### src/rtl/fifo_wr_ctrl.sv
// Write-side controller and occupancy tracker: grants are combinational off registered flags, and count/flags update on the edge.
// Writes are refused while full and reads are refused while empty, with no same-cycle bypass; a refused request only sets a sticky error flag.
module fifo_wr_ctrl #(
  parameter int ADDR_WIDTH    = 4,
  parameter int DATA_WIDTH    = 8,
  parameter int AFULL_THRESH  = 12,
  parameter int AEMPTY_THRESH = 4
) (
  input  logic                  clk,
  input  logic                  reset,
  input  logic                  wr_req,
  input  logic [DATA_WIDTH-1:0] wr_data,
  input  logic                  rd_req,
  input  logic                  clr_err,
  output logic                  ram_we,
  output logic [ADDR_WIDTH-1:0] ram_waddr,
  output logic [DATA_WIDTH-1:0] ram_wdata,
  output logic                  valid_rd,
  output logic [ADDR_WIDTH:0]   count,
  output logic                  full,
  output logic                  empty,
  output logic                  almost_full,
  output logic                  almost_empty,
  output logic                  overflow,
  output logic                  underflow
);

  localparam logic [ADDR_WIDTH:0] DEPTH_C  = (ADDR_WIDTH+1)'(1 << ADDR_WIDTH);
  localparam logic [ADDR_WIDTH:0] AFULL_C  = (ADDR_WIDTH+1)'(AFULL_THRESH);
  localparam logic [ADDR_WIDTH:0] AEMPTY_C = (ADDR_WIDTH+1)'(AEMPTY_THRESH);

  typedef enum logic [1:0] {
    S_EMPTY   = 2'd0,
    S_PARTIAL = 2'd1,
    S_FULL    = 2'd2
  } state_t;

  state_t                state_q, state_d;
  logic [ADDR_WIDTH-1:0] wr_ptr_q, wr_ptr_d;
  logic [ADDR_WIDTH:0]   count_q, count_d;
  logic                  afull_q, afull_d;
  logic                  aempty_q, aempty_d;
  logic                  ovf_q, ovf_d;
  logic                  udf_q, udf_d;
  logic                  wr_accept;
  logic                  rd_accept;
  logic                  full_flag;
  logic                  empty_flag;

  assign full_flag  = (state_q == S_FULL);
  assign empty_flag = (state_q == S_EMPTY);

  // Grants are masked during reset so a reset cycle never touches the RAM or read pointer.
  assign wr_accept = wr_req & ~full_flag & ~reset;
  assign rd_accept = rd_req & ~empty_flag & ~reset;

  always_comb begin
    wr_ptr_d = wr_ptr_q;
    if (wr_accept) begin
      wr_ptr_d = wr_ptr_q + 1'b1;
    end
    count_d  = count_q + {{ADDR_WIDTH{1'b0}}, wr_accept} - {{ADDR_WIDTH{1'b0}}, rd_accept};
    afull_d  = (count_d >= AFULL_C);
    aempty_d = (count_d <= AEMPTY_C);
    // A set condition takes priority over a clear in the same cycle.
    ovf_d = ovf_q;
    if (wr_req && full_flag) begin
      ovf_d = 1'b1;
    end else if (clr_err) begin
      ovf_d = 1'b0;
    end
    udf_d = udf_q;
    if (rd_req && empty_flag) begin
      udf_d = 1'b1;
    end else if (clr_err) begin
      udf_d = 1'b0;
    end
  end

  always_comb begin
    state_d = state_q;
    case (state_q)
      S_EMPTY: begin
        if (wr_accept && !rd_accept) begin
          state_d = S_PARTIAL;
        end
      end
      S_PARTIAL: begin
        if (count_d == '0) begin
          state_d = S_EMPTY;
        end else if (count_d == DEPTH_C) begin
          state_d = S_FULL;
        end
      end
      S_FULL: begin
        if (rd_accept) begin
          state_d = S_PARTIAL;
        end
      end
      default: state_d = S_EMPTY;
    endcase
  end

  always_ff @(posedge clk) begin
    if (reset) begin
      state_q  <= S_EMPTY;
      wr_ptr_q <= '0;
      count_q  <= '0;
      afull_q  <= 1'b0;
      aempty_q <= 1'b1;
      ovf_q    <= 1'b0;
      udf_q    <= 1'b0;
    end else begin
      state_q  <= state_d;
      wr_ptr_q <= wr_ptr_d;
      count_q  <= count_d;
      afull_q  <= afull_d;
      aempty_q <= aempty_d;
      ovf_q    <= ovf_d;
      udf_q    <= udf_d;
    end
  end

  assign ram_we       = wr_accept;
  assign ram_waddr    = wr_ptr_q;
  assign ram_wdata    = wr_data;
  assign valid_rd     = rd_accept;
  assign count        = count_q;
  assign full         = full_flag;
  assign empty        = empty_flag;
  assign almost_full  = afull_q;
  assign almost_empty = aempty_q;
  assign overflow     = ovf_q;
  assign underflow    = udf_q;

endmodule

### config.mk
export PLATFORM = sky130hd
export DESIGN_NAME = fifo_wr_ctrl
export DESIGN_NICKNAME = d
export VERILOG_FILES = /design/src/rtl/fifo_wr_ctrl.sv
export SDC_FILE = /design/constraint.sdc
export NUM_CORES = 1
export LEC_CHECK = 0
export ABC_AREA = 1
export CORE_ASPECT_RATIO = 0.9
export CORE_MARGIN = 1.5
export CORE_UTILIZATION = 37
export DETAILED_ROUTE_END_ITERATION = 8
export GPL_TIMING_DRIVEN = 0
export PLACE_DENSITY = 0.77
export SLEW_MARGIN = 25
export SYNTH_ARGS = -nofsm -noshare
export SYNTH_HDL_FRONTEND = slang
export SYNTH_SLANG_ARGS = --single-unit
### constraint.sdc
create_clock -name clk -period 2.45 [get_ports clk]
set_input_delay 0.49 -clock clk [delete_from_list [all_inputs] [get_ports clk]]
set_output_delay 0.49 -clock clk [all_outputs]
set_load 0.02 [all_outputs]
==> results_dict.tcl, run 1 <==
set metrics [dict create \
    synth_nets 135 \
    max_freq_ghz 0.435 \
    num_vias 796 \
    setup_violations 0 \
    crit_chain "dlygate4sd2_1, nand2_2, nor2_4, ha_4, inv_1, ha_2, inv_1, fa_1, nand2_1, nor2_1, nand3_1, nand2_2, nand2_1, nor2_1, nor2_1" \
    antenna_cells 0 \
    path_buf_inv 3 \
    drtIter0Drc 8 \
    crit_top_cell "nor2_1" \
    wl_per_cell_microns 9.53 \
    synth_compound_area_frac 0.0601 \
    hp-class "in -> reg" \
    nFillCells 212 \
    crit_path_top_delay_cell "fa_1" \
    syn_inst 115 \
    crit_arrival_ns 2.48 \
    place_congestion 0.748 \
    seq_area_frac_synth 0.343 \
    ios 38 \
    core_area_sq_mm 0.00220 \
    first_pass_iters 3 \
    drc 0 \
    ir_drop_uv 801 \
    yosysWarnings 0 \
    clk_pin_slew_worst_paths_ns 0.09 \
    maxSlewHeadroom 0.826 \
    place.port_buffers 28 \
    syn-cell-area_sq_um 875 \
    post_route_cells_drive_above_1_share 0.207 \
    grt_pass1_vias 762 \
    worstSetupStartpointType "input port" \
    fin_cells 177 \
    cts_hold_buf 0 \
    yosys.area_share.simple 0.265 \
    tightest_slew_ns 0.259 \
    htreeDepth 1 \
    maxCapViolCount 0 \
    die-area_sq_mm 0.00267 \
    grt.overflow.total 0 \
    worst_slack_ns 0.150 \
    grt_first_pass_wirelength_microns 2860 \
    multiInputGateArea_sq_um 449 \
    avgViaCountPerCell 4.50 \
    synth_top_family_by_area "simple AND/OR/NAND/NOR gates" \
    nNetsFinal 171 \
    status "finished, final reports clean" \
    rsz0062_at_grt "false" \
    cp_top_family "adder cells" \
    cts_buffers 3 \
    power.density_mw_per_mm2 1170 \
    routed_wl_microns 1690 \
    post-route-util 0.580 \
    critical_path_peak_fanout 3 \
    synthMuxAreaShare 0 \
    initial_core_util 0.397 \
    grt_antenna_before_repair 0 \
    row_count 16 \
    crit_type "in -> reg" \
    synth_xor_area_frac 0.0401 \
    synth-seq-cells 15 \
    dp_slack_ns -0.446 \
    hold_viol 0 \
    min_period_ns 2.30 \
    cts_tree "done" \
    cp.required_ns 2.63 \
    post-route-period-util 0.939 \
    final_cell_mix "26 x clkdlybuf4s50_1, 19 x inv_1, 16 x nor2_1" \
    critPathCaptureType "flop" \
    dp.cells 170 \
    cts_buffer_depth 2 \
    ys_types 21 \
    syn_avg_cell_area_sq_um 7.61 \
    slowest_delay_ns 0.52 \
    area_growth_syn_to_layout_pct 46.1 \
    grt_max_degree 11 \
    cts-root-buf "clkbuf_4" \
    final_common_cell "clkdlybuf4s50_1" \
    grt_use_total 0.144 \
    finalPower_uw 1490 \
    cts_sinks 15 \
    yosys.area_share.adder 0.109 \
    p_leak_uw 0.000595 \
    dp_hpwl_microns 1360 \
    detail-route-antenna-nets 0 \
    clk_latency_ns 0.28 \
    finalClockSkew_ns 0.00435 \
    seqCellArea_sq_um 304 \
    finalSetupTns_ns 0 \
    drv_slew 0 \
    die_h_microns 49.1 \
    die_w_microns 54.3 \
]
==> layer usage <==
metal,share of wire,GRT usage,vias to the layer above
li1,-,-,417
met1,0.44,0.165,349
met2,0.49,0.243,30
met5,0,0,-
met3,0.071,0.0644,0
met4,0,0.0250,0
==> layout make-up <==
| class | count | area share |
|---|---|---|
| Buffer | 9 | 0.0558 |
| Tap cell | 27 | 0.0264 |
| Timing Repair Buffer | 31 | 0.238 |
| Multi-Input combinational cell | 70 | 0.352 |
| Sequential cell | 15 | 0.238 |
| Inverter | 21 | 0.0695 |
| Clock buffer | 4 | 0.0206 |
==> sequential cells by signal, summed over array words and instances, names as in the netlist <==
name          flops
count             5
state_q           2
overflow          1
underflow         1
almost_empty      1
ram_waddr         4
almost_full       1
==> cells by family after synthesis <==
kind of cell / after synthesis
and+or+nand+nor: 50
xor gates and xnor gates: 4
AOI/OAI and AO/OA: 9
buffers and inverters: 30
adders and majority gates: 7
DFF: 15
==> synthesized netlist by cell type (all sizes together) <==
cell type  count  area (sq um)
xor2           1          8.76
nor2          18          72.6
o22ai          1          6.26
o21ai          1          5.00
a21oi          6          33.8
dfxtp         15           300
xnor2          3          26.3
clkinv         2          17.5
buf            9          71.3
nand3          9          45.0
ha             6          75.1
a22oi          1          7.51
inv           19          71.3
fa             1          20.0
nand2         22           108
and2           1          6.26
==> what timing repair did <==
| action | in CTS | in global routing |
|---|---|---|
| pin swaps | 1 | 6 |
| setup buffers | 0 | 3 |
| endpoints found under the setup margin | 3 | 3 |
| gates resized for setup | 3 | 6 |
==> worst paths after layout <==
kind / startpoint / to / slack (ns) / depth (start not counted)
worst max-delay path: rd_req / state_q[1] / 0.15 / 15
worst min-delay path: reset / count[1] / 0.42 / 2
worst max register to register: state_q[0] / state_q[1] / 0.21 / 14
worst min register to register: overflow / overflow / 0.47 / 2
==> stage by stage <==
step	instance area [sq um]	hold slack [ns]
after floorplan	880	0.448
after global placement	1190	0.457
after detailed placement	1190	0.464
after CTS	1230	0.411
after global routing	1280	0.411
final	1280	0.417
==> power breakdown <==
part,internal (uW),switching [uW]
Combinational,444,524
Clock,63.2,76.3
Sequential,326,57.7
(Power assumes the default switching activity.)
==> inputs of run 2 (changes only) <==
CORE_MARGIN = 8   (was 1.5)
SKIP_LAST_GASP = 1   (was default)
==> run 2 against run 1 <==
  * Maximum frequency hardly changed
  * Clock skew is 0.00097 ns higher
  * Sequential cell count stayed put
  * Sequential share of layout area is 0.051 points higher
  * Via count is 1.1% lower
  * Final cell count is 0.56% higher
  * Die area is 57% higher
  * Global-route usage is 4.8 points lower
  * Combinational power is 1% higher
  * Worst setup slack hardly changed
  * Sequential power is 1% higher
==> results_dict.tcl, run 2 (synthesized netlist as in run 1, its figures left out) <==
set metrics [dict create \
    clk_latency_ns 0.28 \
    wl_per_cell_microns 11.4 \
    setup_violations 0 \
    grt_use_total 0.0959 \
    maxSlewHeadroom 0.834 \
    status "finished, final reports clean" \
    nNetsFinal 172 \
    maxCapViolCount 0 \
    worstHoldPathCells 2 \
    detail-route-antenna-nets 0 \
    max_freq_ghz 0.435 \
    rrSetupSlack_ns 0.15 \
    power.density_mw_per_mm2 1180 \
    row_count 16 \
    hold_start "reset" \
    ios 38 \
    post_route_cells_drive_above_1_share 0.232 \
    nFillCells 197 \
    cts_buffer_depth 2 \
    drc 0 \
    final_common_cell "clkdlybuf4s50_1" \
    worstReg2RegStart "state_q[1]" \
    largest_reg_flops 5 \
    initial_core_util 0.397 \
    crit_arrival_ns 2.48 \
    avgViaCountPerCell 4.42 \
    post-route-period-util 0.939 \
    grt_antenna_before_repair 0 \
    final_cell_mix "26 x clkdlybuf4s50_1, 19 x inv_1, 15 x nor2_1, 15 x nand2_1, 13 x dfxtp_1" \
    ir_drop_uv 746 \
    finalClockSkew_ns 0.00532 \
    drtIter0Drc 30 \
    die_h_microns 62.1 \
    critical_path_peak_fanout 3 \
    grt.overflow.total 0 \
    p_leak_uw 0.000597 \
    first_pass_iters 4 \
    grt_max_degree 11 \
    post-route-util 0.581 \
    crit_type "reg -> reg" \
    cp.required_ns 2.63 \
    grt_pass1_vias 776 \
    r2r_end "state_q[1]" \
    clk_pin_slew_worst_paths_ns 0.10 \
    routed_wl_microns 2030 \
    finalSetupTns_ns 0 \
    tightest_slew_ns 0.248 \
    core_area_sq_mm 0.00220 \
    area_growth_syn_to_layout_pct 46.4 \
    hp-class "in -> reg" \
    cts-root-buf "clkbuf_4" \
    die_w_microns 67.3 \
    cts_sinks 15 \
    multiInputGateArea_sq_um 442 \
    cts_buffers 3 \
    cts_hold_buf 0 \
    seqCellArea_sq_um 305 \
    drv_slew 0 \
    die-area_sq_mm 0.00418 \
    min_period_ns 2.30 \
    antenna_cells 0 \
    cts_tree "done" \
    min_to "count[1]" \
    place_congestion 0.792 \
    hold_viol 0 \
    place.port_buffers 28 \
    num_vias 787 \
    grt_first_pass_wirelength_microns 3210 \
    worstSetupStartpointType "flop" \
    critPathCaptureType "flop" \
    ff2ff_path_depth 14 \
    dp_hpwl_microns 1660 \
    htreeDepth 1 \
]
run 2: critical path: stages (launching register included):
cell     delay [ns]
dfxtp_4        0.36
nor2_4         0.13
nor2_4         0.06
ha_1           0.29
inv_1          0.06
ha_2           0.18
inv_1          0.06
fa_2           0.53
nand2_1        0.07
nor2_1         0.10
nand3_1        0.09
nand2_2        0.08
nand2_1        0.06
nor2_2         0.08
nor2_1         0.04
run 2: metal layers:
layer / part of all wire / wire length (microns) / up-vias / track usage
met4: 0 / 0 / 0 / 0.0235
met3: 0.14 / 283 / 0 / 0.0538
met2: 0.47 / 961 / 35 / 0.154
met5: 0 / 0 / - / 0
li1: - / - / 417 / -
met1: 0.39 / 782 / 335 / 0.106
run 2: layout make-up:
| cell class | instances | share of cell area |
|---|---|---|
| plain buffers | 9 | 0.0557 |
| clock buffers | 3 | 0.0176 |
| clock inverters | 1 | 0.00391 |
| inverters | 21 | 0.0714 |
| multi-input cells | 70 | 0.345 |
| flip-flops and latches | 15 | 0.239 |
| well taps | 27 | 0.0264 |
| repair buffers | 32 | 0.241 |
run 2: power by group:
| part | switching, uW | total (uW) | internal, uW |
|---|---|---|---|
| Combinational | 528 | 980 | 451 |
| Clock | 82.1 | 143 | 60.6 |
| Sequential | 60.5 | 388 | 328 |
| Total | 671 | 1510 | 840 |
run 2: per-stage QoR:
| step | total power (uW) | instances | hold WS (ns) | area (sq um) | setup WS (ns) |
|---|---|---|---|---|---|
| after detailed placement | 1280 | 170 | 0.464 | 1190 | -0.429 |
| after global routing | 1640 | 178 | 0.422 | 1280 | -0.0190 |
| after global placement | 1260 | 170 | 0.458 | 1190 | -0.355 |
| final | 1510 | 178 | 0.428 | 1280 | 0.149 |
| after floorplan | 1000 | 115 | 0.448 | 880 | -0.0139 |
| after CTS | 1470 | 174 | 0.406 | 1230 | 0.0467 |
run 2: timing repair:
| item | CTS | global route |
|---|---|---|
| endpoints found under the setup margin | 3 | 1 |
| buffers inserted | 0 | 4 |
| pin swaps | 3 | 4 |
| gates resized for setup | 5 | 8 |
run 2: worst max-delay path by stage:
stage	startpoint	endpoint	cells after the start	slack, ns
after global routing	reset	state_q[1]	16	-0.02
final	state_q[1]	state_q[1]	14	0.15
after detailed placement	rd_req	state_q[1]	15	-0.43
after floorplan	reset	state_q[1]	16	-0.01
after CTS	state_q[0]	state_q[1]	14	0.05
after global placement	rd_req	state_q[1]	15	-0.35
